--- src/rtl/arbitrate_pkg.sv ---
// Shared types and helpers for the arbitrate merge stage and its sibling demux.
package arbitrate_pkg;

  typedef enum logic {
    IDLE = 1'b0,
    LOCK = 1'b1
  } state_t;

  // Channel-index width; never below one bit so single-channel sel/idx buses stay legal.
  function automatic int unsigned idx_w(input int unsigned n);
    return (n > 1) ? $clog2(n) : 1;
  endfunction

endpackage

--- src/rtl/arbitrate_rr_pick.sv ---
// Combinational rotate-priority encoder: first requester at or after i_ptr, wrapping.
module rr_pick
  import arbitrate_pkg::*;
#(
  parameter int unsigned  INC = 2,
  localparam int unsigned IW  = idx_w(INC)
) (
  input  logic [INC-1:0] i_req,
  input  logic [IW-1:0]  i_ptr,
  output logic [IW-1:0]  o_gnt,
  output logic           o_vld
);

  // Smallest rotated distance from i_ptr wins.
  always_comb begin
    int unsigned w_best;
    int unsigned w_dist;
    o_gnt  = '0;
    w_best = INC;
    w_dist = 0;
    for (int unsigned i = 0; i < INC; i++) begin
      w_dist = (i + INC - 32'(i_ptr)) % INC;
      if (i_req[i] && (w_dist < w_best)) begin
        w_best = w_dist;
        o_gnt  = IW'(i);
      end
    end
  end

  assign o_vld = |i_req;

endmodule

--- src/rtl/arbitrate.sv ---
// Round-robin N-to-1 merge onto a one-entry registered output, with burst locking on in_lst.
module arbitrate
  import arbitrate_pkg::*;
#(
  parameter int unsigned  ARGW = 16,
  parameter int unsigned  INC  = 2,
  localparam int unsigned IW   = idx_w(INC)
) (
  input  logic                clk,
  input  logic                rst,
  input  logic [INC-1:0]      in_stb,
  input  logic [INC*ARGW-1:0] in_dat,
  input  logic [INC-1:0]      in_lst,
  output logic [INC-1:0]      in_rdy,
  output logic                out_stb,
  output logic [ARGW-1:0]     out_dat,
  output logic [IW-1:0]       out_idx,
  output logic                out_lst,
  input  logic                out_rdy
);

  state_t          r_state;
  logic [IW-1:0]   r_ptr;
  logic [IW-1:0]   r_lck_idx;
  logic            r_out_stb;
  logic [ARGW-1:0] r_out_dat;
  logic [IW-1:0]   r_out_idx;
  logic            r_out_lst;

  logic [IW-1:0]   w_rr_gnt;
  logic            w_rr_vld;
  logic [IW-1:0]   w_gnt;
  logic            w_vld;
  logic            w_free;
  logic            w_acc;
  logic [INC-1:0]  w_rdy;
  logic [ARGW-1:0] w_dat;
  logic            w_lst;
  logic [IW-1:0]   w_ptr_nxt;

  rr_pick #(.INC(INC)) u_pick (
    .i_req (in_stb),
    .i_ptr (r_ptr),
    .o_gnt (w_rr_gnt),
    .o_vld (w_rr_vld)
  );

  // Held reset also blocks acceptance so nothing is taken while the stage is cleared.
  assign w_free = rst & (~r_out_stb | out_rdy);
  assign w_acc  = w_vld & w_free;

  always_comb begin
    w_gnt = w_rr_gnt;
    w_vld = w_rr_vld;
    if (r_state == LOCK) begin
      w_gnt = r_lck_idx;
      w_vld = 1'b0;
      for (int unsigned i = 0; i < INC; i++) begin
        if (r_lck_idx == IW'(i)) w_vld = in_stb[i];
      end
    end
  end

  // Route the granted channel's payload and build the one-hot accept.
  always_comb begin
    w_rdy = '0;
    w_dat = '0;
    w_lst = 1'b0;
    for (int unsigned i = 0; i < INC; i++) begin
      if (w_gnt == IW'(i)) begin
        w_rdy[i] = w_acc;
        w_dat    = in_dat[ARGW*i +: ARGW];
        w_lst    = in_lst[i];
      end
    end
  end

  assign w_ptr_nxt = (w_gnt == IW'(INC - 1)) ? '0 : w_gnt + IW'(1);

  always_ff @(posedge clk or negedge rst) begin
    if (!rst) begin
      r_state   <= IDLE;
      r_ptr     <= '0;
      r_lck_idx <= '0;
      r_out_stb <= 1'b0;
      r_out_dat <= '0;
      r_out_idx <= '0;
      r_out_lst <= 1'b0;
    end else begin
      if (w_acc) begin
        r_out_stb <= 1'b1;
        r_out_dat <= w_dat;
        r_out_idx <= w_gnt;
        r_out_lst <= w_lst;
      end else if (out_rdy) begin
        r_out_stb <= 1'b0;
      end

      if (w_acc && w_lst) r_ptr <= w_ptr_nxt;

      case (r_state)
        IDLE: begin
          if (w_acc && !w_lst) begin
            r_state   <= LOCK;
            r_lck_idx <= w_gnt;
          end
        end
        LOCK: begin
          if (w_acc && w_lst) r_state <= IDLE;
        end
        default: r_state <= IDLE;
      endcase
    end
  end

  assign in_rdy  = w_rdy;
  assign out_stb = r_out_stb;
  assign out_dat = r_out_dat;
  assign out_idx = r_out_idx;
  assign out_lst = r_out_lst;

endmodule

--- config.mk ---
export PLATFORM = sky130hd
export DESIGN_NAME = arbitrate
export DESIGN_NICKNAME = d
export VERILOG_FILES = /design/src/rtl/arbitrate_pkg.sv /design/src/rtl/arbitrate_rr_pick.sv /design/src/rtl/arbitrate.sv
export SDC_FILE = /design/constraint.sdc
export NUM_CORES = 1
export LEC_CHECK = 0
export ABC_AREA = 1
export CORE_UTILIZATION = 39
export CTS_CLUSTER_DIAMETER = 40
export DETAILED_ROUTE_END_ITERATION = 7
export PLACE_DENSITY = 0.79
export SYNTH_ARGS = -nofsm -noshare
export SYNTH_HDL_FRONTEND = slang
export SYNTH_SLANG_ARGS = --single-unit
--- constraint.sdc ---
create_clock -name clk -period 1.7 [get_ports clk]
set_input_delay 0.34 -clock clk [delete_from_list [all_inputs] [get_ports clk]]
set_output_delay 0.34 -clock clk [all_outputs]
set_load 0.05 [all_outputs]
Word-level counts from Yosys, hierarchy flattened
Cells that the tools add are included.
{ "totals": {"regBits": 22, "inputBits": 39, "out_inout_bits": 21} }
{ "classes": {"n_addsub": 3, "n_lt_le_gt_ge": 2, "n_mux": 15, "bitwise_logic": 5, "reduce_logical": 8} }
{ "op_table": {"columns": ["cell", "n"], "rows": [
  ["two-way mux 16 bit", 1],
  ["two-way mux 1 bit", 12],
  ["logical AND 1 bit", 4],
  ["bitwise AND 1 bit", 2],
  ["less-than comparator 1 x 2 -> 1 bit", 1],
  ["less-than comparator 1 x 2 -> 1 bit, second input constant", 1],
  ["two-way mux 2 bit", 1],
  ["NOT 1 bit", 2],
  ["one-hot mux 1 bit (2 select lines)", 1],
  ["AND reduction 2 bit", 1],
  ["nonzero test 2 bit", 1],
  ["OR reduction 2 bit", 1],
  ["subtractor 1 bit, first input constant", 2],
  ["adder 1 bit, second input constant", 1],
  ["zero test 1 bit", 1],
  ["bitwise OR 1 bit", 1]
]} }

Longest topological paths before layout
{ "depth": {"depth_word": 13, "ltp_mapped": 10, "mapped_depth_nobuf": 9} }

Modules after synthesis
A second synthesis with hierarchy kept.
{ "hier_totals": {"hier_cells": 172, "area_unflattened_um2": 1227.4} }
{ "modules_own_cells": {"columns": ["module", "n_inst", "cells_per_inst", "area_each_um2", "seq_area_each_um2"], "rows": [
  ["arbitrate", 1, 168, 1208.7, 550.5],
  ["rr_pick", 1, 4, 18.8, 0.0]
]} }

Worst setup path after synthesis
OpenSTA, ideal clock, no wires.
{ "synth_timing": {"kind": "reg-to-output", "startpoint": "reg r_out_stb, in the netlist out_stb", "endpoint": "out in_rdy[0]", "arrival_time_ns": 1.780, "slack_ns": -0.420, "path_stages_with_launch": 7, "n_path_buf": 1, "path_cell_list": "dfrtp_1 nand2_1 nand2_1 a21oi_4 inv_2 buf_6 nor2_1"} }
{ "synth_between": {"elab_chain_len": 5} }
{ "synth_lines": {"columns": ["item", "line", "source"], "rows": [
  ["from (decl)", "arbitrate.sv:25", "logic r_out_stb;"],
  ["from (signal assigned)", "arbitrate.sv:85", "r_out_stb <= 1'b0;"],
  ["from (signal assigned)", "arbitrate.sv:91", "r_out_stb <= 1'b1;"],
  ["from (signal assigned)", "arbitrate.sv:96", "r_out_stb <= 1'b0;"],
  ["NOT 1 bit", "arbitrate.sv:49", "assign w_free = rst & (~r_out_stb | out_rdy);"],
  ["bitwise OR 1 bit", "arbitrate.sv:49", null],
  ["bitwise AND 1 bit", "arbitrate.sv:49", null],
  ["bitwise AND 1 bit", "arbitrate.sv:50", "assign w_acc = w_vld & w_free;"],
  ["two-way mux 1 bit", "arbitrate.sv:70", "if (w_gnt == IW'(i)) begin"],
  ["to (decl)", "arbitrate.sv:14", "output logic [INC-1:0] in_rdy,"]
]} }
No other way between the ends.

==> out/results.ini <==
[status]
outcome=finished with violations
violations=negative setup slack

[cells_and_area]
n_antenna_cell=0
area_growth_pct=65.80
final_util_pct=68.92
drive_gt1_share_pct=24.27
regArea_um2=551.8
n_fill_cell=247
multi_input_area_um2=523.0
nNetsFinal=279

[route]
remaining_drc_errors=0
wl_met1_mm=1.263
vias_per_cell=4.426
routed_wl_mm=2.750
drt.antenna.violating_nets=0
firstDrtPassIters=4
routed-wl-met2_mm=1.289
met3_length_um=173
wl_per_cell_um=10.19
vias=1195
drt-initial-drc-count=9
top_layer_used=met4

[global_route]
track_usage_pct=18.87
first_global_vias=1112
grt_max_degree=23
antenna_found_initial=0
grt.overflow.total=0
grt_pass1_wl_mm=4.761

[job]
maxCapViolCount=0

[floorplan]
core_area_um2=2781
die_area_um2=3186
initial_core_util_pct=41.57
io_pins=60
num_rows=19
die_h_um=56.45
die-width_um=56.45

[clocking]
cts_buffer_depth=2
cts_buffers=3
clock_sinks=22
root_buffer=clkbuf_4
cts_hold_buf=0
cts_tree=yes
htree_levels=1
insertion_delay_ns=0.29
path_clk_slew_ns=0.12

[synth]
yosys_register_bits=22
yosys_warnings=0
syn-num-nets=203
synth_area_um2=1156
syn_avg_cell_area_um2=7.049
ys_types=15
yosys-top-cells-area=dfrtp_1 48%, nand2_1 37%, buf_6 3.9%
seq_area_frac_synth_pct=47.62
yosysTopAreaCell=dfrtp_1
syn_inst=164
synth_top_area_share_pct=47.62

[sta]
fmax_mhz=566.6
worst_clock_skew_ns=0.001622
relSlewSlack_pct=81.69
grt_setup_unrepaired=yes
period_needed_ns=1.765
finalHoldViolCount=0
finalSetupViolCount=2
finalCritPeriodShare_pct=103.8
final.setup.tns_ns=-0.1291
setup_ws_ns=-0.06497
slew_violations=0
worstMarginPinSlew_ns=0.2747

[worst_setup_path]
criticalPathCategory=register to output port
cp-end-kind=output port
rr_worst_depth=8
cp_data_arrival_time_ns=1.42
start_kind=register
crit_required_ns=1.36
critPathMaxFanout=4

[worst_hold_path]
min_path_type=primary input to asynchronous set/reset pin

[placed_design]
io_buffers=59
post-place-ws_ns=-0.2054
dpl.hpwl_mm=2.095
place.gp.congestion=0.7049

[power]
powerDensity_nw_per_um2=1803
ir_drop_mv=1.234
cellLeakagePower_nw=1.060

[metal layers]
metal | vias to the layer above | track usage, %
li1 | 638 | -
met1 | 518 | 23.71
met2 | 37 | 31.60
met3 | 2 | 4.147
met4 | 0 | 6.969
met5 | - | 0
[final cells by class]
type | count | area share [%]
clock buffers | 4 | 1.893
inverters | 10 | 2.154
multi-input cells | 125 | 27.28
flip-flops and latches | 22 | 28.79
well taps | 31 | 2.023
repair buffers | 78 | 37.86
[Yosys cell counts]
cell / count
buf_6: 4
nand3_1: 2
o21a_1: 1
inv_2: 2
o21ai_1: 1
nand2_1: 114
buf_2: 1
nand4_1: 1
a21oi_4: 1
nor2_1: 2
buf_4: 2
dfrtp_1: 22
nand3_2: 1
inv_1: 8
nand2_2: 2
[stage by stage]
step	instance area [um2]	std cells	hold slack [ns]	total power, mW
4_1_cts	1917	270	0.2398	3.491
2_1_floorplan	1169	164	0.04441	2.333
3_5_place_dp	1821	259	0.4658	3.113
6_report	1917	270	0.2395	3.457
3_3_place_gp	1821	259	0.4633	3.083
5_1_grt	1917	270	0.2491	3.696
[placed cells by master (no fill, tap or decap)]
cell type          n
nand3_1            2
nand4_1            1
buf_4             36
clkbuf_8           1
buf_12             4
nand2_2            7
nand3_2            1
inv_1              7
clkbuf_4           3
clkdlybuf4s50_1   34
o21ai_1            1
o21a_1             1
inv_2              2
nand2_1          109
a21oi_4            1
dfrtp_1           21
dfrtp_2            1
nor2_4             1
nor2_1             1
clkinvlp_4         1
dlygate4sd2_1      4
[timing repair]
action | 4_1_cts | 5_1_grt
buffers inserted | 7 | 0
cloned | 0 | 0
pin swaps | 6 | 0
setup endpoints to repair | 2 | 2
resized for setup | 9 | 0
[path summary, 6_finish.rpt]
path	startpoint	to	slack (ns)
min in group clk	out_rdy	out_stb$_DFFE_PN0P_	0.49
max in group asynchronous	rst	out_stb$_DFFE_PN0P_	1.23
max reg2reg	register	r_ptr$_DFFE_PN0P_	0.19
min	rst	asynchronous set/reset pin	0.24
min reg2reg	out_dat[15]$_DFFE_PN0N_	out_dat[15]$_DFFE_PN0N_	0.49
max	register	in_rdy[0]	-0.06
[where the power goes]
part | internal, mW | switching (mW)
sequential | 0.761 | 0.144
combinational | 0.849 | 1.43
clock | 0.130 | 0.147
[registers in the layout, summed over array words and instances (netlist names), named ones only]
register / flops
out_lst: 1
r_lck_idx: 1
out_dat: 16
out_idx: 1
r_ptr: 1
out_stb: 1
[critical path, cell delays in order, from the launching register on]
cell     delay [ns]
dfrtp_1        0.44
nand2_2        0.11
nand2_2        0.07
a21oi_4        0.19
inv_2          0.07
nor2_4         0.11
buf_12         0.14
[kinds of logic (layout without fill, tap and decap cells)]
group	Yosys count	in the layout	share of synthesized area, %
and+or+nand+nor	122	122	41.02
buffers and inverters	17	92	8.874
AOI/OAI and AO/OA	3	3	2.489
DFF	22	22	47.62
No activity file was read; power rests on OpenSTA's default activity.
